### config.mk
export PLATFORM = sky130hd
export DESIGN_NAME = ghash_mul_scheduler
export DESIGN_NICKNAME = d
export VERILOG_FILES = /design/src/rtl/ghash_mul_scheduler.sv
export SDC_FILE = /design/constraint.sdc
export NUM_CORES = 1
export LEC_CHECK = 0
export ABC_AREA = 1
export CAP_MARGIN = 20
export CORE_AREA = 2 2 306 308
export DETAILED_ROUTE_END_ITERATION = 8
export DIE_AREA = 0 0 308 310
export DONT_BUFFER_PORTS = 1
export GPL_TIMING_DRIVEN = 0
export SYNTH_ARGS = -nofsm -noshare
export SYNTH_HDL_FRONTEND = slang
export SYNTH_SLANG_ARGS = --single-unit
### constraint.sdc
create_clock -name i_clock -period 58.4 [get_ports i_clock]
set_input_delay 8.76 -clock i_clock [delete_from_list [all_inputs] [get_ports i_clock]]
set_output_delay 8.76 -clock i_clock [all_outputs]
set_load 0.05 [all_outputs]
### src/rtl/ghash_mul_scheduler.sv
// GHASH sequencer: folds each 128-bit block into Y = (Y ^ X) * H by driving a shared
// fixed-latency GF(2^128) multiplier, and reports the final Y as the tag hash.
module ghash_mul_scheduler #(
   parameter int NB_DATA     = 128,
   parameter int MUL_LATENCY = 1,
   parameter int NB_CNT      = 4
) (
   input  logic               i_clock,
   input  logic               i_reset,
   input  logic               i_start,
   input  logic [NB_DATA-1:0] i_hkey,
   input  logic [NB_DATA-1:0] i_data,
   input  logic               i_valid,
   input  logic               i_last,
   output logic               o_ready,
   output logic [NB_DATA-1:0] o_mul_x,
   output logic [NB_DATA-1:0] o_mul_y,
   output logic               o_mul_valid,
   input  logic [NB_DATA-1:0] i_mul_z,
   output logic [NB_DATA-1:0] o_ghash,
   output logic               o_ghash_valid,
   output logic               o_busy
);

   generate
      if (NB_DATA != 128 || MUL_LATENCY < 1 || MUL_LATENCY > 15 ||
          (2 ** NB_CNT) <= MUL_LATENCY) begin : gBadConfig
         $error("ghash_mul_scheduler: illegal parameter combination");
      end
   endgenerate

   typedef enum logic [1:0] {
      S_IDLE = 2'd0,
      S_WAIT = 2'd1,
      S_MULT = 2'd2
   } state_t;

   localparam logic [NB_CNT-1:0] LP_CNT_LOAD = NB_CNT'(MUL_LATENCY);
   localparam logic [NB_CNT-1:0] LP_CNT_ONE  = NB_CNT'(1);

   state_t               r_state;
   state_t               w_next_state;
   logic [NB_DATA-1:0]   r_y;
   logic [NB_DATA-1:0]   r_h;
   logic [NB_DATA-1:0]   r_mul_x;
   logic [NB_DATA-1:0]   r_mul_y;
   logic                 r_mul_valid;
   logic [NB_DATA-1:0]   r_ghash;
   logic                 r_ghash_valid;
   logic                 r_ready;
   logic                 r_busy;
   logic [NB_CNT-1:0]    r_cnt;
   logic                 r_last;
   logic                 w_accept;
   logic                 w_sample;

   // i_start outranks everything, so neither an accept nor a product sample may coincide with it.
   assign w_accept = i_valid & r_ready & (r_state == S_WAIT) & ~i_start;
   assign w_sample = (r_state == S_MULT) & (r_cnt == LP_CNT_ONE) & ~i_start;

   always_comb begin
      w_next_state = r_state;
      if (i_start) begin
         w_next_state = S_WAIT;
      end else begin
         case (r_state)
            S_IDLE:  w_next_state = S_IDLE;
            S_WAIT:  if (w_accept) w_next_state = S_MULT;
            S_MULT:  if (w_sample) w_next_state = r_last ? S_IDLE : S_WAIT;
            default: w_next_state = S_IDLE;
         endcase
      end
   end

   // Handshake flags are registered from the next state so they are glitch-free at the port.
   always_ff @(posedge i_clock or posedge i_reset) begin
      if (i_reset) begin
         r_state <= S_IDLE;
         r_ready <= 1'b0;
         r_busy  <= 1'b0;
      end else begin
         r_state <= w_next_state;
         r_ready <= (w_next_state == S_WAIT);
         r_busy  <= (w_next_state != S_IDLE);
      end
   end

   always_ff @(posedge i_clock or posedge i_reset) begin
      if (i_reset) begin
         r_y           <= '0;
         r_h           <= '0;
         r_mul_x       <= '0;
         r_mul_y       <= '0;
         r_mul_valid   <= 1'b0;
         r_ghash       <= '0;
         r_ghash_valid <= 1'b0;
         r_cnt         <= '0;
         r_last        <= 1'b0;
      end else begin
         r_mul_valid   <= 1'b0;
         r_ghash_valid <= 1'b0;
         if (i_start) begin
            r_y     <= '0;
            r_h     <= i_hkey;
            r_mul_y <= i_hkey;
            r_last  <= 1'b0;
            r_cnt   <= '0;
         end else if (w_accept) begin
            r_mul_x     <= r_y ^ i_data;
            r_mul_y     <= r_h;
            r_mul_valid <= 1'b1;
            r_last      <= i_last;
            r_cnt       <= LP_CNT_LOAD;
         end else if (r_state == S_MULT) begin
            r_cnt <= r_cnt - LP_CNT_ONE;
            if (w_sample) begin
               r_y <= i_mul_z;
               if (r_last) begin
                  r_ghash       <= i_mul_z;
                  r_ghash_valid <= 1'b1;
               end
            end
         end
      end
   end

   assign o_ready       = r_ready;
   assign o_mul_x       = r_mul_x;
   assign o_mul_y       = r_mul_y;
   assign o_mul_valid   = r_mul_valid;
   assign o_ghash       = r_ghash;
   assign o_ghash_valid = r_ghash_valid;
   assign o_busy        = r_busy;

endmodule

==> summary.md, run 1 <==
By area the synthesized netlist is led by sky130_fd_sc_hd__dfrtp_1 (63%), sky130_fd_sc_hd__nand2_1 (9.6%), sky130_fd_sc_hd__o21ai_1 (4.7%). The normalized max-slew margin was 39.75%; the required time at the endpoint of the critical path was 49640 ps. The count of nets left with antenna violations once routing finished came out at 0. The run gives 0 as the post-route DRC violation count. The total placed instance area came out at 27370 µm². Global routing finished with a remaining overflow of 0. Gates resized during post-CTS repair numbered 0. The cell accounting for the most synthesized area is sky130_fd_sc_hd__dfrtp_1. Measured along the x axis, the die boundary spans 308 µm. Via count of the first global-routing pass: 18420. Summed over all cells, the static leakage comes to 13.84 nW. Post-CTS timing repair inserted 0 buffers for setup.

CTS placed an instance of sky130_fd_sc_hd__clkbuf_16 at the clock tree root. After Yosys synthesis, XOR and XNOR cells account for 4.363% of the synthesized area. Setup repair after global routing left no endpoint under its margin. The first global-routing pass estimated 125.1 mm of wire. The clock transition time at the flip-flop clock pins of the worst setup and hold paths was 60 ps.

The worst setup path is of the flop to output pin kind. The logs give 95480 µm² for the floorplan die area and 7796 µm² for the total area of multi-input combinational cells. Compared with the post-synthesis result, the final layout area differs by 15.97%. The H-tree level count is 3, and the post-layout minimum cycle time is 10200 ps.

Sequential elements use 63.40% of the synthesized area. The area taken by flip-flops and latches came out at 16290 µm². Input and output buffers added on the ports amount to 0. The post-synthesis cell type count came out at 31. Counting flops and latches in the post-synthesis netlist gives 651.

The worst setup path is captured at an output pin. On the final layout, the worst clock skew is 22.54 ps. The count of warnings emitted by yosys was 0; the clock latency of the later-clocked register in the worst-skew pair was 630 ps. For the hold slack, the log shows 466.5 ps. The run finished with clean final reports. The timing-limited maximum frequency is 98.04 MHz. The logs give 2526 for the cell count after synthesis and 0 for the number of hold violations in the final report. The tools report the via count as 18130.

The final routed wire length divided by cell count is 22.64 µm. The area inside the core boundary is 92490 µm². TritonCTS built the clock tree. In this run the biggest area consumer among cell types represents 63.40% of the synthesized area. The number of max-slew violations in the final report is 0, and the total power divided by cell area is 41.22 nW/µm². For the pin with the worst max-slew slack, the measured transition is 903.8 ps.

The number of nets in the synthesized netlist came out at 2919. The floorplan step set the die height to 310 µm. Across the run, the number of max-cap violations was 0. The portion of synthesized area spent on multiplexers is 0%. The area of the mapped netlist is 25700 µm².

For the worst setup path, the data arrival time is 1440 ps. Setup violations remaining at the end of the flow were counted as 0. The weighted congestion reported at the end of routability-driven placement came out at 0.8267.

The total negative setup slack is 0 ps, and the layout cell share with drive strength beyond 1 is 13.49%. The initial utilization of the core area, before any placement, comes to 27.78%. Wires add up to 87.41 mm. Global routing used 17.65% of the available tracks across all layers. The worst-case IR drop observed on VDD is 27.23 µV.

The maximum count of clock buffers along a single path came out at 3. The final instance area is 29800 µm², and the maximum number of pins on one net before global-route repair is 126. In the finished design, the share of the clock period the worst path needs comes to 17.47%.

Averaged over all synthesized cells, the footprint is 10.17 µm². Half-perimeter wire length after detailed placement: 65.69 mm. In the routed layout, each cell is associated on average with a via count of 4.696.

The count of hold-fix buffers inserted at cts is 0. For the CTS buffer count, the log shows 73. The number of antenna violations at the first check in global routing came out at 2. Number of core rows: 112. Of the total synthesized cell area, the portion taken by full adders, half adders and majority gates is 0.1948%. The first routing iteration left 1071 violations.

The share of synthesized cell area in and, or, nand and nor gates was 12.06%. STA classifies the critical path startpoint as a flop. The first-pass detailed-route iteration total was 5; the compound-gate portion of the synthesized area was 13.72%. The run gives 9504 as the number of filler cells placed in the layout. 777 I/O pins were placed.

Along the worst path, the maximum fanout reaches 2. For this design, the sink count on the clock tree is 651. The worst hold path belongs to the class flop to flop.

The tools report the net count reported at finish as 3000. The combinational family with the most area after synthesis was compound AO/OA/AOI/OAI gates.
sequential cells by signal (all words and copies together), names as in the netlist:
name and cells:
o_mul_x 128, r_state 2, r_last 1, o_ready 1
o_mul_y 128, o_mul_valid 1, o_busy 1, o_ghash 128
r_cnt 4, r_y 128, r_h 128, o_ghash_valid 1
synth_stat cells, drive strengths merged:
library cell	number
o22ai	64
nor3	1
clkbuf	18
a31oi	129
ha	4
nor2	132
dfrtp	651
xnor2	128
o21bai	1
or2	2
a21o	1
nor4b	1
o21ai	322
nand4	1
buf	130
a21oi	67
nand3	10
nand2	657
inv	207
metal layers:
metal / vias to the layer above / global-route usage, % / share of wire, % / routed length, µm
met1: 8964 / 20.12 / 38 / 33340
met4: 0 / 5.729 / 2.8 / 2490
li1: 8360 / - / - / -
met2: 694 / 30.76 / 50 / 43660
met3: 115 / 6.266 / 9.1 / 7926
met5: - / 0 / 0 / 0
path summary, 6_finish.rpt:
path,slack [ps],startpoint,depth (start not counted),endpoint
max in group asynchronous,48870,i_reset,3,o_mul_x[113]
min in group asynchronous,8020,i_reset,1,o_mul_y[105]
min,470,r_h[117],2,r_h[117]
max reg2reg,55960,o_ready,6,o_ghash[66]
max,48200,o_ready,0,o_ready
min reg2reg,470,r_h[117],2,r_h[117]
cell families (layout without fill, tap and decap cells):
logic type,after synthesis,count (layout)
fa+ha+maj,4,4
xor+xnor,128,128
simple gates,804,804
compound gates,584,584
buf+inv,355,490
other cells,0,3
flops,651,651
placed cells by master (no fill, tap or decap), types with 2 or more instances in the layout:
cell | Yosys | routed
sky130_fd_sc_hd__o21ai_0 | 31 | 31
sky130_fd_sc_hd__a21oi_1 | 23 | 23
sky130_fd_sc_hd__diode_2 | 0 | 3
sky130_fd_sc_hd__inv_1 | 202 | 201
sky130_fd_sc_hd__o21ai_1 | 240 | 240
sky130_fd_sc_hd__clkinv_2 | 0 | 11
sky130_fd_sc_hd__o21ai_2 | 51 | 51
sky130_fd_sc_hd__o22ai_1 | 64 | 64
sky130_fd_sc_hd__clkbuf_16 | 0 | 76
sky130_fd_sc_hd__inv_2 | 5 | 5
sky130_fd_sc_hd__clkbuf_1 | 18 | 33
sky130_fd_sc_hd__dfrtp_1 | 651 | 651
sky130_fd_sc_hd__nand3_1 | 7 | 7
sky130_fd_sc_hd__nor2_4 | 2 | 2
sky130_fd_sc_hd__a31oi_1 | 129 | 129
sky130_fd_sc_hd__ha_1 | 4 | 4
sky130_fd_sc_hd__xnor2_1 | 128 | 128
sky130_fd_sc_hd__bufinv_16 | 0 | 3
sky130_fd_sc_hd__nand2_1 | 654 | 654
sky130_fd_sc_hd__buf_16 | 0 | 6
sky130_fd_sc_hd__clkinv_4 | 0 | 2
sky130_fd_sc_hd__buf_2 | 92 | 92
sky130_fd_sc_hd__nor2_1 | 129 | 129
sky130_fd_sc_hd__clkbuf_8 | 0 | 16
sky130_fd_sc_hd__or2_2 | 2 | 2
sky130_fd_sc_hd__buf_1 | 3 | 3
sky130_fd_sc_hd__nand3_4 | 2 | 2
sky130_fd_sc_hd__clkinv_8 | 0 | 3
sky130_fd_sc_hd__buf_6 | 8 | 8
sky130_fd_sc_hd__clkinvlp_4 | 0 | 2
sky130_fd_sc_hd__nand2_2 | 3 | 3
sky130_fd_sc_hd__buf_4 | 27 | 27
sky130_fd_sc_hd__a21oi_2 | 44 | 44
layout make-up:
type                            count  share of cell area, %
Antenna cell                        3                0.02519
Buffer                            148                  2.792
Clock buffer                      107                  7.310
Clock inverter                     22                 0.8272
Inverter                          207                  2.633
Multi-Input combinational cell   1520                  26.16
Sequential cell                   651                  54.67
Tap cell                         1197                  5.026
Timing Repair Buffer                6                 0.5542
metrics by stage:
stage	setup WS [ps]	util, %	total power (W)	instances
global route	48110	32.21	0.001277	3858
finish	48200	32.22	0.001228	3861
global placement	23720	29.40	0.0007710	3723
floorplan	31400	-	0.0007325	2526
CTS	48110	32.21	0.001242	3858
detailed placement	47910	29.59	0.0007747	3729
power by group:
part	total, W	switching [W]	internal [W]
combinational	0.0000877	0.0000563	0.0000315
sequential	0.000676	0.000181	0.000495
clock	0.000464	0.000191	0.000273
total	0.00123	0.000429	0.000800
Note: power is estimated with default switching activity, not from simulation.
==> run 2, diff against run 1 <==
==> constraint.sdc (replaced) <==
create_clock -name i_clock -period 10.48 [get_ports i_clock]
set_input_delay 1.572 -clock i_clock [delete_from_list [all_inputs] [get_ports i_clock]]
set_output_delay 1.572 -clock i_clock [all_outputs]
set_load 0.05 [all_outputs]
==> summary.md, run 2 (synthesis gave the netlist of run 1 again) <==
The flow ran to the end, and the final reports show no timing, DRC or antenna violations. TritonCTS built the clock tree. Total of endpoints with negative setup slack in the final report: 0. The post-route netlist has 13.77% of its cells at a drive strength greater than 1. The H-tree generated during clock tree synthesis spans 3 levels.

The logs give 112 for the number of core rows and 0 ps for the total negative setup slack. The first detailed-routing pass took 7 iterations. The run gives 630 ps as the clock latency of the later-clocked register in the worst-skew pair.

Setup repair after global routing left no endpoint under its margin. The tools report the initial detailed-routing violation count as 1138. Kind of start point of the critical path: a flop. Beginning of the worst hold path: r_h[27]. The clock network accounts for 38.1% of the total power.

Dividing the detail-routed wire length by the instance count gives 22.44 µm. The logs give 27.78% for the starting density of the core and 777 for the number of top-level pins. The worst-case IR drop observed on VDD is 161.8 µV. The run gives 44 as the maximum number of pins on one net before global-route repair. The timing-limited maximum frequency is 329.8 MHz, and the floorplan die width is 308 µm. The library cell used most frequently in the layout, excluding fill and tap cells, is sky130_fd_sc_hd__nand2_1. The sum of internal, switching and leakage power is 0.006895 W. The clock transition time at the flip-flop clock pins of the worst setup and hold paths was 60 ps. Routability-driven placement finished with a final weighted congestion of 0.8379. The finished layout holds 3872 standard cells, fillers aside. The tools report the maximum count of clock buffers along a single path as 3.

Global routing used 17.64% of the available tracks. Headroom to the max-slew limit came out at 36.40%. The post-route DRC violation count was 0; the number of hold violations in the final report was 0. For the pin with the worst max-slew slack, the measured transition is 954.1 ps. The cell-internal power was 0.004511 W; the required time at the endpoint of the critical path was 8910 ps. The number of antenna violations at the first check in global routing is 7. In the finished design, the share of the clock period the worst path needs comes to 28.93%.

Of all nets on the critical path, the largest fanout is 2. The run gives 0 as the post-CTS resize count. The total power divided by cell area was 229.8 nW/µm².

The die covers 95480 µm². Data arrives at the worst endpoint at 1460 ps. The clock tree root driver cell was sky130_fd_sc_hd__clkbuf_16. For this block, the via count after detailed routing is 18260. Clock skew on the completed layout was measured at 17.43 ps. After detailed routing, the total wire length is 86.89 mm. The tool flagged a number of max-cap violations equal to 0. The remaining antenna violation count after routing came out at 0. The worst register-to-register path has a setup slack of 8000 ps. After clock tree synthesis, the flow added hold-fix buffers numbering 0. Capture point of the worst reg-to-reg path: o_mul_y[31]. The region available for standard cell placement spans 92490 µm². Cells fill 32.44% of the core in the end. The end of the worst hold path was r_h[27].

For the worst flop-to-flop path, the logic depth is 5. The net count of the finished layout is 3012. Of the total power, the share spent switching nets is 34.58%. The number of max-slew violations in the final report is 0, and the CTS sink count is 651. The static power due to leakage is 13.93 nW.

The wire length of the first global-routing pass was 124.4 mm. The area growth from synthesis to final layout came out at 16.75%. The fraction of power consumed by combinational cells is 7.2%. Count of buffers from port buffering: 0.

The logs give 0 for the global route total overflow and 0.002384 W for the switching power. Buffers inserted during clock tree synthesis total 73. The class of the tightest hold or removal check is flop to flop. The depth of the worst hold-timing path is 2, and the post-CTS repair timing setup buffer count is 0. From bottom edge to top edge, the die measures 310 µm. The per-cell via count in the routed design came out at 4.717. The smallest clock period supported by the final layout is computed as 3032 ps. Once detailed placement completed, the half-perimeter wirelength came to 65.88 mm. Type of the worst setup path: flop to output pin. The library cells used most frequently in the layout, excluding fill and tap cells, are sky130_fd_sc_hd__nand2_1 (654), sky130_fd_sc_hd__dfrtp_1 (651), sky130_fd_sc_hd__o21ai_1 (240).

Including well taps, the total number of placed cells is 3741. The layout has 9538 filler cells. The worst register-to-register path begins at o_ready. Sequential cells account for 54.7% of the total power. The worst setup path is captured at an output pin. The via count of the first global-routing pass was 18640.
run 2: worst max-delay path by stage:
stage               startpoint     endpoint  slack [ps]  cells past startpoint
floorplan              i_reset       o_busy          10                      1
detailed placement     i_reset  o_ghash[99]        7040                      7
global placement       i_reset  o_ghash[97]       -3860                      1
CTS                    o_ready      o_ready        7380                      0
finish                 o_ready      o_ready        7450                      0
global route           o_ready      o_ready        7370                      0
run 2: per-layer routing:
layer | GRT usage [%] | wire length, µm
met1 | 19.97 | 32550
met2 | 29.44 | 42160
met3 | 6.675 | 8474
met4 | 8.225 | 3691
met5 | 0 | 15
run 2: power groups by stage:
stage	Combinational [W]	Clock (W)	Sequential, W
after floorplan	0.000368	0	0.00371
after global placement	0.000477	0	0.00382
after detailed placement	0.000510	0	0.00382
after CTS	0.000510	0.00269	0.00377
after global routing	0.000578	0.00279	0.00379
final	0.000497	0.00263	0.00377
run 2: worst reg2reg max path, delay by kind of cell, from the launching register on:
kind / cells / cell delay, ps
compound gates: 1 / 130
flops: 1 / 840
buf+inv: 2 / 810
simple gates: 2 / 570
run 2: per-stage QoR:
| stage | hold slack (ps) | worst slack, ps | area (µm²) |
|---|---|---|---|
| after global placement | 448.2 | -3864 | 27200 |
| final | 463.9 | 7448 | 30000 |
| after CTS | 468.6 | 7385 | 29990 |
| after floorplan | 436.4 | 11.41 | 25700 |
| after detailed placement | 454.4 | 7042 | 27560 |
| after global routing | 478.9 | 7365 | 29990 |
run 2: layout make-up:
class / instances / area [µm²] / share of cell area (%)
Clock buffer: 108 / 2150 / 7.165
Buffer: 148 / 832.0 / 2.774
Tap cell: 1197 / 1498 / 4.992
Sequential cell: 651 / 16290 / 54.30
Timing Repair Buffer: 18 / 360.3 / 1.201
Antenna cell: 3 / 7.507 / 0.02503
Clock inverter: 20 / 284.0 / 0.9468
Inverter: 207 / 780.7 / 2.603
Multi-Input combinational cell: 1520 / 7796 / 25.99
==> run 3, diff against run 2 <==
==> constraint.sdc (replaced) <==
create_clock -name i_clock -period 2.5 [get_ports i_clock]
set_input_delay 0.375 -clock i_clock [delete_from_list [all_inputs] [get_ports i_clock]]
set_output_delay 0.375 -clock i_clock [all_outputs]
set_load 0.05 [all_outputs]
==> summary.md, run 3 (synthesis gave the netlist of run 1 again) <==
The flow ran to the end, and the final reports show no timing, DRC or antenna violations. The tools report the kind of start point of the critical path as a flop. The floorplan die width was 308 µm.

The actual slew at the worst max-slew pin was 949.6 ps. The cell sitting at the root of the clock tree is a sky130_fd_sc_hd__clkbuf_16. The final routed wire length divided by cell count was 21.30 µm.

After clock tree synthesis, the clock-pin slew on the worst setup and hold paths is 60 ps. The analysis attributes to net switching a power of 0.01022 W. Setup repair after global routing left no endpoint under its margin. Entering global routing, the biggest net connects 44 pins. Endpoint class of the critical path: a flop.

The H-tree level count came out at 3. The total of endpoints with negative setup slack in the final report is 0, and the static power due to leakage is 15.54 nW. The area growth from synthesis to final layout is 31.81%, and the clock group share of total power is 37.4%.

The post-layout minimum cycle time was 2253 ps. The post-route DRC violation count is 0. The fraction of power spent switching nets is 34.61%. The library cells used most frequently in the layout, excluding fill and tap cells, are sky130_fd_sc_hd__nand2_1 (654), sky130_fd_sc_hd__dfrtp_1 (650), sky130_fd_sc_hd__dlygate4sd3_1 (385). The tools report the timing-limited maximum frequency as 443.9 MHz. The tools report the number of max-slew violations in the final report as 0. The congestion estimate from routability-driven global placement came to 0.8379. The region available for standard cell placement spans 92490 µm². Detailed placement finished with a half-perimeter wire length of 65.88 mm. The tools report the smallest setup slack after layout as 247.5 ps. The logs give 636.6 µV for the worst supply voltage drop on vdd and 630 ps for the clock latency of the later-clocked register in the worst-skew pair. The finished layout holds 4260 standard cells, fillers aside.

After routing the design area is 33870 µm². In this run the power density over the cells is 871.7 nW/µm². The worst setup path is of the flop to flop kind. The worst-case setup slack after placement was -37.32 ps.

The global route total overflow is 0. Measured along the y axis, the die boundary spans 310 µm. Via count of the first global-routing pass: 20900.

The detailed router finished its first iteration with 1277 violations. Summing all placed instances gives a cell area of 27560 µm². During placement, the flow inserted port buffers numbering 0. The fraction of power consumed by combinational cells is 9.0%, and the total routing usage reported by global routing is 18.42%.

The CTS buffer count is 73, and the layout cell share with drive strength beyond 1 is 12.10%. The multi-input combinational cells in the finished layout cover a total of 7804 µm². The logs give 90.75 mm for the wire length reported by the detailed router and 36.69% for the normalized max-slew margin. In this run the count of I/O pins placed on the die edge is 777.

In the final layout, flip-flops and latches occupy 16290 µm². The share of total power dissipated in sequential elements is 53.6%. For the required time at the endpoint of the critical path, the log shows 3000 ps. The critical path arrival is 2750 ps, and the hold slack is 25.68 ps.

The logs give 112 for the number of core rows and 20030 for the via count. The final layout contains 3397 nets. For this run, the detailed router's first-pass iteration total came to 5.

Starting density of the core: 27.78%. The class of the tightest hold or removal check is input pin to flop. For the CTS sink count, the log shows 651. The first global-routing pass estimated 132.8 mm of wire. After filler insertion, the fill cell instance count of the layout stands at 9068. The clock skew after layout was 18.51 ps. TritonCTS built the clock tree. Number of violations of the max-capacitance limit: 0. In the routed layout, each cell is associated on average with a via count of 4.702. The maximum fanout along the worst path was 10; the number of hold violations in the final report was 0. Of the available clock period, the critical path in the final layout requires 90.10%.

Cell internal power was estimated by the tool at 0.01930 W. The detail route stage leaves a number of antenna-violating nets equal to 0. The number of placed instances, taps included was 3741; the maximum count of clock buffers along a single path was 3. Number of antenna violations at the first check in global routing: 9. The die covers 95480 µm².

The commonest non-fill, non-tap cell in the layout is sky130_fd_sc_hd__nand2_1.
[run 3: worst paths after layout]
path / start / end / slack [ps] / cells after the start
max: r_state[1] / o_mul_y[31] / 250 / 7
min reg2reg: r_h[27] / r_h[27] / 460 / 2
max in group asynchronous: i_reset / o_ghash[100] / 330 / 8
min: i_mul_z[68] / o_ghash[68] / 30 / 2
max reg2reg: r_state[1] / o_mul_y[31] / 250 / 7
min in group asynchronous: i_reset / r_h[109] / 300 / 2
[run 3: final cells by class]
cell class,count,area share [%]
Sequential cell,651,48.10
Antenna cell,6,0.04433
Clock inverter,20,0.8386
Buffer,148,2.460
Clock buffer,108,6.347
Timing Repair Buffer,403,12.44
Tap cell,1197,4.422
Inverter,207,2.305
Multi-Input combinational cell,1520,23.04
[run 3: repair_timing]
| item | in CTS | in global routing |
|---|---|---|
| pin swaps | 0 | 0 |
| hold endpoints to repair | 722 | 0 |
| hold buffers | 385 | 0 |
| resized for setup | 2 | 1 |
| setup endpoints to repair | 28 | 10 |
| buffers inserted | 0 | 0 |
| cloned | 0 | 0 |
[run 3: worst max-delay path: stages (launching register included)]
cell	delay, ps
sky130_fd_sc_hd__dfrtp_1	410
sky130_fd_sc_hd__inv_1	90
sky130_fd_sc_hd__ha_1	270
sky130_fd_sc_hd__nand3_4	180
sky130_fd_sc_hd__nand2_2	250
sky130_fd_sc_hd__buf_2	420
sky130_fd_sc_hd__buf_2	360
sky130_fd_sc_hd__a31oi_1	130
[run 3: metal layers]
layer / wire length, µm / global-route usage (%) / part of all wire, %
met3: 7695 / 5.674 / 8.5
met1: 34870 / 21.26 / 38
met5: 0 / 0 / 0
met2: 44540 / 31.45 / 49
met4: 3639 / 8.202 / 4.0
[run 3: power by group through the flow]
stage	clock, W	sequential (W)	combinational, W
after global routing	0.0117	0.0159	0.00302
after floorplan	0	0.0156	0.00154
after global placement	0	0.0160	0.00200
after detailed placement	0	0.0160	0.00214
final	0.0110	0.0158	0.00266
after CTS	0.0113	0.0158	0.00268
[run 3: stage by stage]
step | utilization, % | setup TNS, ps | power, W
global placement | 29.41 | -6847900 | 0.01802
CTS | 36.60 | 0 | 0.02977
global route | 36.62 | 0 | 0.03064
floorplan | - | -4408310 | 0.01712
finish | 36.62 | 0 | 0.02952
detailed placement | 29.80 | -138.0 | 0.01814
